--- src/rtl/fetch_stage.sv ---
// IF stage: owns the PC, runs the req/valid imem handshake, applies redirects and feeds IF/ID.
// Define FETCH_PERF_CNT_EN to add the fetch_cnt/bubble_cnt performance outputs.
module fetch_stage #(
    parameter int                ADDR_W   = 32,
    parameter logic [ADDR_W-1:0] RESET_PC = '0
) (
    input  logic              clk,
    input  logic              reset,
    output logic              imem_req,
    output logic [ADDR_W-1:0] imem_addr,
    input  logic [ADDR_W-1:0] imem_rdata,
    input  logic              imem_valid,
    input  logic              stall_f,
    input  logic              stall_d,
    input  logic              flush_d,
    input  logic              branch_taken_e,
    input  logic [ADDR_W-1:0] branch_target_e,
    input  logic              pcsrc_w,
    input  logic [ADDR_W-1:0] result_w,
    output logic [ADDR_W-1:0] instr_d,
    output logic [ADDR_W-1:0] pc_plus8_d,
    output logic              valid_d
`ifdef FETCH_PERF_CNT_EN
    ,
    output logic [31:0]       fetch_cnt,
    output logic [31:0]       bubble_cnt
`endif
);

    localparam logic [ADDR_W-1:0] ALIGN = ~ADDR_W'(3);
    localparam logic [ADDR_W-1:0] FOUR  = ADDR_W'(4);
    localparam logic [ADDR_W-1:0] EIGHT = ADDR_W'(8);

    typedef enum logic [1:0] {
        IDLE,
        REQ,
        HOLD,
        DRAIN
    } state_t;

    state_t            state;
    logic [ADDR_W-1:0] pc_f;
    logic [ADDR_W-1:0] hold_q;
    logic [ADDR_W-1:0] target;
    logic [ADDR_W-1:0] deliv_data;
    logic              redirect;
    logic              stall;
    logic              deliver;

    assign redirect  = branch_taken_e | pcsrc_w;
    assign stall     = stall_f | stall_d;
    assign target    = (branch_taken_e ? branch_target_e : result_w) & ALIGN;
    assign imem_addr = pc_f & ALIGN;

    // A redirect on the same edge always discards whatever data is in flight.
    always_comb begin
        deliver    = 1'b0;
        deliv_data = imem_rdata;
        unique case (1'b1)
            (state == REQ): begin
                deliver = imem_valid && !stall && !redirect;
            end
            (state == HOLD): begin
                deliver    = !stall && !redirect;
                deliv_data = hold_q;
            end
            default: begin
                deliver = 1'b0;
            end
        endcase
    end

    always_ff @(posedge clk or negedge reset) begin
        if (!reset) begin
            state    <= IDLE;
            pc_f     <= RESET_PC;
            imem_req <= 1'b0;
            hold_q   <= '0;
        end else begin
            unique case (state)
                IDLE: begin
                    if (redirect) pc_f <= target;
                    state    <= REQ;
                    imem_req <= 1'b1;
                end
                REQ: begin
                    if (redirect) begin
                        pc_f     <= target;
                        state    <= imem_valid ? REQ : DRAIN;
                        imem_req <= imem_valid;
                    end else if (imem_valid && stall) begin
                        hold_q   <= imem_rdata;
                        state    <= HOLD;
                        imem_req <= 1'b0;
                    end else if (imem_valid) begin
                        pc_f <= pc_f + FOUR;
                    end
                end
                HOLD: begin
                    if (redirect) begin
                        pc_f     <= target;
                        state    <= REQ;
                        imem_req <= 1'b1;
                    end else if (!stall) begin
                        pc_f     <= pc_f + FOUR;
                        state    <= REQ;
                        imem_req <= 1'b1;
                    end
                end
                DRAIN: begin
                    if (redirect) pc_f <= target;
                    // The response arriving here belongs to the abandoned fetch.
                    if (imem_valid) begin
                        state    <= REQ;
                        imem_req <= 1'b1;
                    end
                end
                default: begin
                    state    <= IDLE;
                    imem_req <= 1'b0;
                end
            endcase
        end
    end

    always_ff @(posedge clk or negedge reset) begin
        if (!reset) begin
            instr_d    <= '0;
            pc_plus8_d <= '0;
            valid_d    <= 1'b0;
        end else if (flush_d) begin
            instr_d    <= '0;
            pc_plus8_d <= '0;
            valid_d    <= 1'b0;
        end else if (!stall_d) begin
            if (deliver) begin
                instr_d    <= deliv_data;
                pc_plus8_d <= imem_addr + EIGHT;
                valid_d    <= 1'b1;
            end else begin
                instr_d <= '0;
                valid_d <= 1'b0;
            end
        end
    end

`ifdef FETCH_PERF_CNT_EN
    always_ff @(posedge clk or negedge reset) begin
        if (!reset) begin
            fetch_cnt  <= '0;
            bubble_cnt <= '0;
        end else if (!flush_d && !stall_d) begin
            if (deliver) fetch_cnt <= fetch_cnt + 32'd1;
            else         bubble_cnt <= bubble_cnt + 32'd1;
        end
    end
`endif

endmodule
--- config.mk ---
export PLATFORM = sky130hd
export DESIGN_NAME = fetch_stage
export DESIGN_NICKNAME = d
export VERILOG_FILES = /design/src/rtl/fetch_stage.sv
export SDC_FILE = /design/constraint.sdc
export NUM_CORES = 1
export LEC_CHECK = 0
export CAP_MARGIN = 20
export CORE_MARGIN = 2
export CORE_UTILIZATION = 44
export CTS_CLUSTER_SIZE = 28
export DETAILED_ROUTE_END_ITERATION = 8
export GPL_ROUTABILITY_DRIVEN = 0
export PLACE_DENSITY = 0.82
export REMOVE_ABC_BUFFERS = 1
export SYNTH_ARGS = -nofsm -noshare
export SYNTH_HDL_FRONTEND = slang
export SYNTH_SLANG_ARGS = --single-unit
--- constraint.sdc ---
create_clock -name clk -period 1.9 [get_ports clk]
set_input_delay 0.38 -clock clk [delete_from_list [all_inputs] [get_ports clk]]
set_output_delay 0.38 -clock clk [all_outputs]
set_load 0.01 [all_outputs]
-- After elaboration in Yosys (flattened, before gate mapping)
Cells that the tools add are included.
- add/sub/neg operators: 2
- reduce and logical (&&, ||, !) cells: 13
- mux-type cells: 32
- equal/unequal tests: 10
- bitwise operators: 3
- operators by type and width (operator ; number):
    two-way mux 32 bit ; 14
    case mux 32 bit (3 select lines) ; 1
    adder 32 x 3 -> 32 bit (second input constant) ; 1
    adder 32 x 4 -> 32 bit (second input constant) ; 1
    two-way mux 2 bit ; 6
    != test 3 bit (second input constant) ; 3
    two-way mux 1 bit ; 8
    case mux 2 bit (4 select lines) ; 1
    AND reduction 3 bit ; 2
    equality test 2 bit (second input constant) ; 2
    logical AND 1 bit ; 4
    != test 2 x 1 -> 1 bit (second input constant) ; 2
    case mux 1 bit (4 select lines) ; 1
    AND reduction 4 bit ; 1
    != test 3 x 2 -> 1 bit (second input constant) ; 1
    equality test 2 x 1 -> 1 bit (second input constant) ; 1
    zero test 1 bit ; 2
    zero test 2 bit ; 1
    != test 2 bit (second input constant) ; 1
    bitwise OR 1 bit ; 2
    case mux 1 bit (2 select lines) ; 1
    AND reduction 2 bit ; 1
    nonzero test 2 bit ; 1
    OR reduction 2 bit ; 1
    inverter 1 bit ; 1
- word-level logic and storage cells: 67
- register bits after elaboration: 132
- output and inout bits: 98
- input port bits: 104

-- Logic depth before layout (Yosys ltp)
Gate-level depths: netlist (run 1).
- depth in word-level cells: 8
- mapped depth: 10
- gate-level depth less buffers: 7

-- Worst setup path after synthesis (run 1)
OpenSTA, ideal clock, no wires.
- path type: register to register
- start: register state[0]
- end: register pc_plus8_d[14]
- path buffers: 2
- slack: -198 ps
- cell stages (with the launch flop): 10
- clock period less this slack: 2098 ps
- arrival time: 2033 ps
- required time: 1836 ps
- setup time: 64 ps
- path through: dfrtp_1 -> inv_1 -> ha_1 -> buf_2 -> or3_1 -> nor4_2 -> nand2b_1 -> buf_2 -> a211oi_1 -> a21o_1
- cells in the longest elaborated chain, start to end: 4
- elaborated cells between the ends (all ways): 5
- those cells by class: eq/ne: 2; mux: 1; reduce/logical: 2
- RTL lines (item ; RTL line ; text):
    start: declaration ; 41 ; state_t state;
    start signal: assignment ; 89 ; state <= imem_valid ? REQ : DRAIN;
    equality test 2 bit or equality test 2 x 1 -> 1 bit (tied branches) ; 63, 60 ;
    case mux 1 bit (2 select lines) (*) ; 59 ; unique case (1'b1)
    nonzero test 2 bit (no source line) (*) ; -- ;
    AND reduction 2 bit (no source line) (*) ; -- ;
    end signal: assignment ; 138 ; pc_plus8_d <= imem_addr + EIGHT;
    end: declaration ; 21 ; output logic [ADDR_W-1:0] pc_plus8_d,
Every way passes the cells marked *; elsewhere a longest branch is shown, timed or not.
A chain may end at the register's enable or synchronous reset.

-- Worst setup path in the final report (run 1)
- start: register pc_f[7]
- end: register pc_f[25]
- cells in the longest elaborated chain, start to end: 5
- elaborated cells between the ends (all ways): 7
- those cells by class: add/sub: 1; mux: 6
- RTL lines (item ; RTL line ; text):
    start: declaration ; 42 ; logic [ADDR_W-1:0] pc_f;
    start signal: assignment ; 82 ; if (redirect) pc_f <= target;
    start signal: assignment ; 88 ; pc_f <= target;
    start signal: assignment ; 96 ; pc_f <= pc_f + FOUR;
    adder 32 x 3 -> 32 bit (*) ; 96, 105 ;
    two-way mux 32 bit ; 95 ; end else if (imem_valid) begin
    two-way mux 32 bit ; 91 ; end else if (imem_valid && stall) begin
    two-way mux 32 bit ; 87 ; if (redirect) begin
    case mux 32 bit (3 select lines) (*) ; 80 ; unique case (state)
Every way passes the cells marked *; elsewhere a longest branch is shown, timed or not. The select of a mux whose other input is x is not followed.

==> results of run 1 <==
[through the flow]
step / power (µW) / hold slack [ns] / instance area, µm² / setup slack [ns]
after CTS: 11200 / 0.389 / 10600 / -0.105
final: 11600 / 0.405 / 11000 / -0.106
after detailed placement: 7470 / 0.291 / 9700 / -0.343
after global placement: 7380 / 0.293 / 9700 / -0.292
after global routing: 12100 / 0.429 / 11000 / -0.213
after floorplan: 5480 / 0.0844 / 6650 / -1.60
[state kept, by name, indices dropped and copies added (netlist names)]
register    count
hold_q         32
imem_req        1
instr_d        32
pc_f           30
pc_plus8_d     30
state           2
valid_d         1
[routing by layer]
layer / GRT usage / wire, µm / vias to the layer above / part of all wire
met5: 0 / 0 / - / 0
met4: 0.135 / 1350 / 0 / 0.054
met3: 0.0677 / 2660 / 135 / 0.11
met2: 0.454 / 11700 / 526 / 0.47
met1: 0.360 / 9380 / 3403 / 0.37
li1: - / - / 3108 / -
[placed cells by master (no fill, tap or decap), types with 14 or more instances in the layout]
cell type,count
nor2_1,31
dfrtp_2,14
nand2_1,100
o21ai_2,14
clkbuf_16,21
dfrtp_1,114
o21ai_1,50
mux2_1,33
clkdlybuf4s50_1,175
mux2i_1,43
buf_4,100
xnor2_1,15
nand4_1,14
nand3_1,15
a21oi_1,28
[cell families after synthesis]
kind of cell,share of synthesized area
XOR/XNOR,0.0353
buffers and inverters,0.0496
other,0.000540
AO/OA/AOI/OAI,0.148
flip-flops,0.462
multiplexers,0.119
adder cells (fa/ha/maj),0.00901
AND/OR/NAND/NOR,0.177
[synthesized netlist by cell type, drive strengths merged (11+ instances only)]
| cell type | instances | area [µm²] |
|---|---|---|
| a21oi | 35 | 186 |
| buf | 28 | 185 |
| clkbuf | 26 | 118 |
| dfrtp | 128 | 3200 |
| inv | 11 | 41.3 |
| mux2 | 35 | 394 |
| mux2i | 43 | 430 |
| nand2 | 103 | 387 |
| nand3 | 17 | 95.1 |
| nand4 | 16 | 113 |
| nor2 | 39 | 159 |
| nor3 | 15 | 80.1 |
| nor4 | 15 | 155 |
| o21ai | 72 | 360 |
| xnor2 | 15 | 131 |
| xor2 | 13 | 114 |
[layout make-up]
class,instances,share of cell area
clock buffer,19,0.0402
clock inverter,13,0.0145
inverter,11,0.00375
multi-input combinational,519,0.339
sequential,128,0.292
tap,211,0.0240
timing repair buffer,317,0.287
[worst max path at each step]
stage                   from        endpoint  slack [ns]  cells past startpoint
floorplan           state[0]  pc_plus8_d[14]       -1.60                      7
global placement     pcsrc_w        pc_f[13]       -0.29                      6
detailed placement   stall_f        pc_f[25]       -0.34                      8
CTS                 state[1]        pc_f[25]       -0.11                      8
global route         pc_f[3]        pc_f[25]       -0.21                      7
finish               pc_f[7]        pc_f[25]       -0.11                      6
[power by group]
part	switching [µW]	internal (µW)
Sequential	430	3320
Clock	1300	2100
Combinational	2290	2180
[worst max-delay path, delay by kind of cell (launching register included)]
kind / cells / cell delay, ns
buf+inv: 1 / 0.20
compound gates: 1 / 0.24
simple gates: 4 / 1.01
flops: 1 / 0.44
[repair_timing]
action | CTS | global route
endpoints found under the hold margin | 18 | 0
gates cloned | 2 | 6
buffers inserted | 14 | 5
setup endpoints to repair | 109 | 134
pin swaps | 6 | 22
hold buffers | 1 | 0
resized for setup | 30 | 76
==> out/summary.txt, run 1 <==
Outcome: finished with violations
Violations in the final reports: negative setup slack
Latest clock arrival within the worst-skew pair: 0.43 ns
Number of flops mapped to enable cells by yosys: 0
Nature of the critical path endpoint: register
Startpoint type of the worst setup path: register
Final core area utilization: 0.720
Reg-to-reg slack, setup: -0.11 ns
Relative slew slack: 0.626
Total routing resource utilization after global routing: 0.283
Initial Util: 0.453
Final worst clock skew: 0.0121 ns
Share of the yosys chip area belonging to registers: 0.462
DR WL/cell: 20.6 µm
Delay of the slowest cell on the worst path: 0.44 ns
Total Nets Final: 1103
DIE WIDTH: 130 µm
CP max-delay cell: dfrtp_1
Count of different cell masters after synthesis: 69
Cells along the critical path: and4_1 > nand3_1 > nor4_1 > buf_4 > nor3_1 > a311oi_2
Number of synthesized register bits: 128
YS warnings: 0
Maximum number of pins on one net before global-route repair: 45
Detailed-route via count: 7172
Iter 0 DRT Violations: 738
Cells after Synth: 708
Die H: 130 µm
Non-filler instance count after layout: 1218
Maxcap violations: 0
Data required time at the worst endpoint: 2.22 ns
Sum of negative setup slack: -2.89 ns
Detail Route Antenna Nets: 0
R2R cell count: 6
Worst r2r dst: pc_f[25]
Post-synthesis area per instance: 9.80 µm²
Total setup violations reported at the end of the flow: 63
Detailed-placement wirelength estimate: 15900 µm
Type of the setup path with the least slack: register to register
Maximum fanout encountered on the critical timing path: 4
Layout cell share with drive strength beyond 1: 0.245
Leakage power summed over all cells: 0.00469 µW
FF-to-FF Start: pc_f[7]
Part of the cycle the worst path needs: 1.06
Setup repair after global routing missed its margin: true
Register area: 3220 µm²
Clock slew at the register clock pins of the worst setup and hold paths: 0.06 ns
TritonCTS clock tree: built
Number of buffers added by the clock tree synthesis step: 17
Path class of the lowest-slack min-delay path: input pin to asynchronous set/reset pin
Placed Cells incl. Taps: 1159
Largest buffer count on any clock path: 2
Placeable core area: 15300 µm²
Mapped cell area: 6940 µm²
Number of top-level pins: 202
IO Port Bufs: 193
Worst vdd ir: 0.000763 V
Remaining global-route overflow: 0
Min Clock Period, post-route: 2.01 ns
Max Fclk: 498 MHz
Transition time at the pin with the least slew margin: 0.556 ns
Dominant register cell in the synthesized netlist: dfrtp_1
# H-tree levels: 4
Number of clock sinks: 128
1st-pass router iterations: 6
Antenna Diode Count: 0
Async S/R FF share, synth: 1.00
Multi-input combinational cell area: 3730 µm²
Sum of routed wire length over all layers: 25100 µm
Area delta synth->final: 58.8%
Final Max Tran Viols: 0
Data arrival time at the worst-slack endpoint: 2.33 ns
Power density relative to cell area: 1050 nW/µm²
Clock root buffer master: clkbuf_16
Final-layout fill cell count: 1083
Residual DRC: 0
Wire length of the first global-routing pass: 36700 µm
Overall die area: 16800 µm²
Vias in the first global route: 6986
Via density per instance: 5.89
Std cell rows: 45
Initial antenna violation count: 0
Worst setup margin: -0.106 ns
Total count of hold-check failures in the final report: 0
No activity file was read; power rests on OpenSTA's default activity.
==> inputs of run 2 (changes only) <==
--- a/config.mk
+++ b/config.mk
@@ -11,7 +11,7 @@
 export CTS_CLUSTER_SIZE = 28
 export DETAILED_ROUTE_END_ITERATION = 8
 export GPL_ROUTABILITY_DRIVEN = 0
-export PLACE_DENSITY = 0.82
+export PLACE_DENSITY = 0.78
 export REMOVE_ABC_BUFFERS = 1
 export SYNTH_ARGS = -nofsm -noshare
 export SYNTH_HDL_FRONTEND = slang
==> out/summary.txt, run 2 (same netlist as run 1, synthesis figures left out) <==
Clock slew at the register clock pins of the worst setup and hold paths: 0.06 ns (about the same)
Area delta synth->final: 62.0%
Detailed-placement wirelength estimate: 15800 µm (-1.0%)
Register area: 3220 µm² (-0.16%)
Maxcap violations: 0 (unchanged)
Cells along the critical path: ha_4 > or3_4 > nor4_4 > buf_4 > nor2_4 > buf_12 > nand2_1 > o21ai_1
Via density per instance: 5.87 (-0.38%)
Total Nets Final: 1112 (+0.82%)
Relative slew slack: 0.618 (-0.00788)
Maximum fanout encountered on the critical timing path: 7 (+3)
Die H: 130 µm (unchanged)
Comb power frac: 0.417 (+0.032)
Detailed-route via count: 7192 (+0.28%)
1st-pass router iterations: 7 (+1)
Multi-input combinational cell area: 3920 µm² (+5.1%)
Outcome: finished with violations
Transition time at the pin with the least slew margin: 0.573 ns (+0.0169 ns)
TritonCTS clock tree: built
Initial antenna violation count: 0 (unchanged)
Total routing resource utilization after global routing: 0.281 (-0.00116)
Placeable core area: 15300 µm² (unchanged)
Violations in the final reports: negative setup slack
GR Util met2: 0.448 (-0.00554)
DP Worst Slack: -0.329 ns (+0.0140 ns)
Fraction of power spent switching nets: 0.337 (-0.00931)
GR peak layer: met2
Max Fclk: 480 MHz (-3.6%)
Net switching power of the design: 4100 µW (+1.9%)
IO Port Bufs: 193 (unchanged)
Layout cell share with drive strength beyond 1: 0.299 (+0.0532)
Number of clock sinks: 128 (unchanged)
Number of buffers added by the clock tree synthesis step: 17 (unchanged)
Met1 track demand over resource: 0.356 (-0.00461)
Data required time at the worst endpoint: 2.19 ns (-0.03 ns)
Worst setup margin: -0.182 ns (-0.0753 ns)
DR WL/cell: 20.7 µm (+0.73%)
Global Route met3 Usage: 0.0784 (+0.0107)
Final Max Tran Viols: 0 (unchanged)
Type of the setup path with the least slack: register to register
Initial Util: 0.453 (unchanged)
Sequential Power Share: 0.309 (-0.013)
Leakage power summed over all cells: 0.00479 µW (+2.2%)
Std cell rows: 45 (unchanged)
Internal power: 8070 µW (+6.3%)
Antenna Diode Count: 0 (unchanged)
Residual DRC: 0 (unchanged)
DIE WIDTH: 130 µm (unchanged)
Sum of negative setup slack: -7.63 ns (-4.74 ns)
Largest buffer count on any clock path: 2 (unchanged)
Number of top-level pins: 202 (unchanged)
Placed Cells incl. Taps: 1162 (+0.26%)
Part of the cycle the worst path needs: 1.10 (+0.0396)
Clock power share: 0.274 (-0.019)
Clock root buffer master: clkbuf_16
Overall die area: 16800 µm² (unchanged)
Total count of hold-check failures in the final report: 0 (unchanged)
Nature of the critical path endpoint: register
Setup repair after global routing missed its margin: true
Largest regs: hold_q: 32 flops, instr_d: 32 flops
Startpoint type of the worst setup path: register
Sum of routed wire length over all layers: 25400 µm (+1.4%)
Data arrival time at the worst-slack endpoint: 2.37 ns (+0.04 ns)
Detail Route Antenna Nets: 0 (unchanged)
Final worst clock skew: 0.0103 ns (-0.00178 ns)
Total setup violations reported at the end of the flow: 111 (+76%)
Remaining global-route overflow: 0 (unchanged)
Worst vdd ir: 0.000757 V (-0.76%)
CP max-delay cell: dfrtp_2
Iter 0 DRT Violations: 734 (-0.54%)
Final-layout fill cell count: 1047 (-3.3%)
Maximum number of pins on one net before global-route repair: 65 (+44%)
Highest-count cells in the layout ignoring fill and taps: clkdlybuf4s50_1, dfrtp_1, buf_4, nand2_1, o21ai_1
Vias in the first global route: 7090 (+1.5%)
Min Clock Period, post-route: 2.08 ns (+0.0753 ns)
Path class of the lowest-slack min-delay path: register to register
Worst hold slack after final layout: 0.480 ns (+0.0752 ns)
Most common cell after layout, fill and taps aside: clkdlybuf4s50_1
# H-tree levels: 4 (unchanged)
Delay of the slowest cell on the worst path: 0.43 ns (about the same)
Wire length of the first global-routing pass: 36500 µm (-0.49%)
Latest clock arrival within the worst-skew pair: 0.42 ns (about the same)
Power density relative to cell area: 1080 nW/µm² (+2.7%)
Non-filler instance count after layout: 1226 (+0.66%)
run 2: changes by cell type in the layout (fill, tap and decap cells not counted), moves of 8 or more:
cell / before / now
buf_6: 7 / 15
mux2_1: 33 / 1
nand2_1: 100 / 79
nand2_2: 2 / 15
nand2_4: 0 / 9
mux2_4: 0 / 32
run 2: timing repair:
action | CTS | global route
pin swaps | 17 | 32
hold endpoints to repair | 11 | 0
gates resized for setup | 48 | 121
setup endpoints to repair | 140 | 133
gates cloned | 3 | 4
buffers inserted | 19 | 8
hold buffers | 1 | 0
run 2: routing by layer:
metal | up-vias | part of all wire
met4 | 0 | 0.049
met2 | 485 | 0.47
li1 | 3138 | -
met5 | - | 0
met3 | 126 | 0.093
met1 | 3443 | 0.39
run 2: critical path, delay by kind of cell, from the launching register on:
| family | cells | cell delay [ns] |
|---|---|---|
| AND/OR/NAND/NOR | 4 | 0.81 |
| flip-flops | 1 | 0.43 |
| buffers and inverters | 2 | 0.34 |
| adder cells (fa/ha/maj) | 1 | 0.27 |
| AO/OA/AOI/OAI | 1 | 0.10 |
run 2: path summary, 6_finish.rpt:
kind | slack, ns | cells past startpoint | from | end
max reg2reg | -0.18 | 8 | state[1] | pc_plus8_d[7]
min in group asynchronous | 0.51 | 3 | reset | pc_plus8_d[4]
min reg2reg | 0.48 | 2 | instr_d[21] | instr_d[21]
min | 0.48 | 2 | instr_d[21] | instr_d[21]
max in group asynchronous | 1.03 | 3 | reset | state[1]
max | -0.18 | 8 | state[1] | pc_plus8_d[7]
run 2: cell type report:
cell class,count,share of cell area
Clock inverter,10,0.0121
Inverter,11,0.00390
Clock buffer,21,0.0410
Multi-Input combinational cell,518,0.349
Tap cell,211,0.0235
Sequential cell,128,0.286
Timing Repair Buffer,327,0.284
run 2: metrics by stage:
step	instance area [µm²]	util	power (µW)
4_1_cts	10700	0.698	11300
3_3_place_gp	9710	0.634	7400
3_5_place_dp	9710	0.634	7490
5_1_grt	11200	0.734	12700
6_report	11200	0.734	12200
2_1_floorplan	6650	-	5480
run 2: power by group through the flow:
stage          Sequential [µW]  Clock, µW  Combinational [µW]
3_3_place_gp              3750          0                3650
6_report                  3760       3330                5080
4_1_cts                   3700       3350                4240
5_1_grt                   3830       3500                5340
2_1_floorplan             3910          0                1570
3_5_place_dp              3780          0                3710
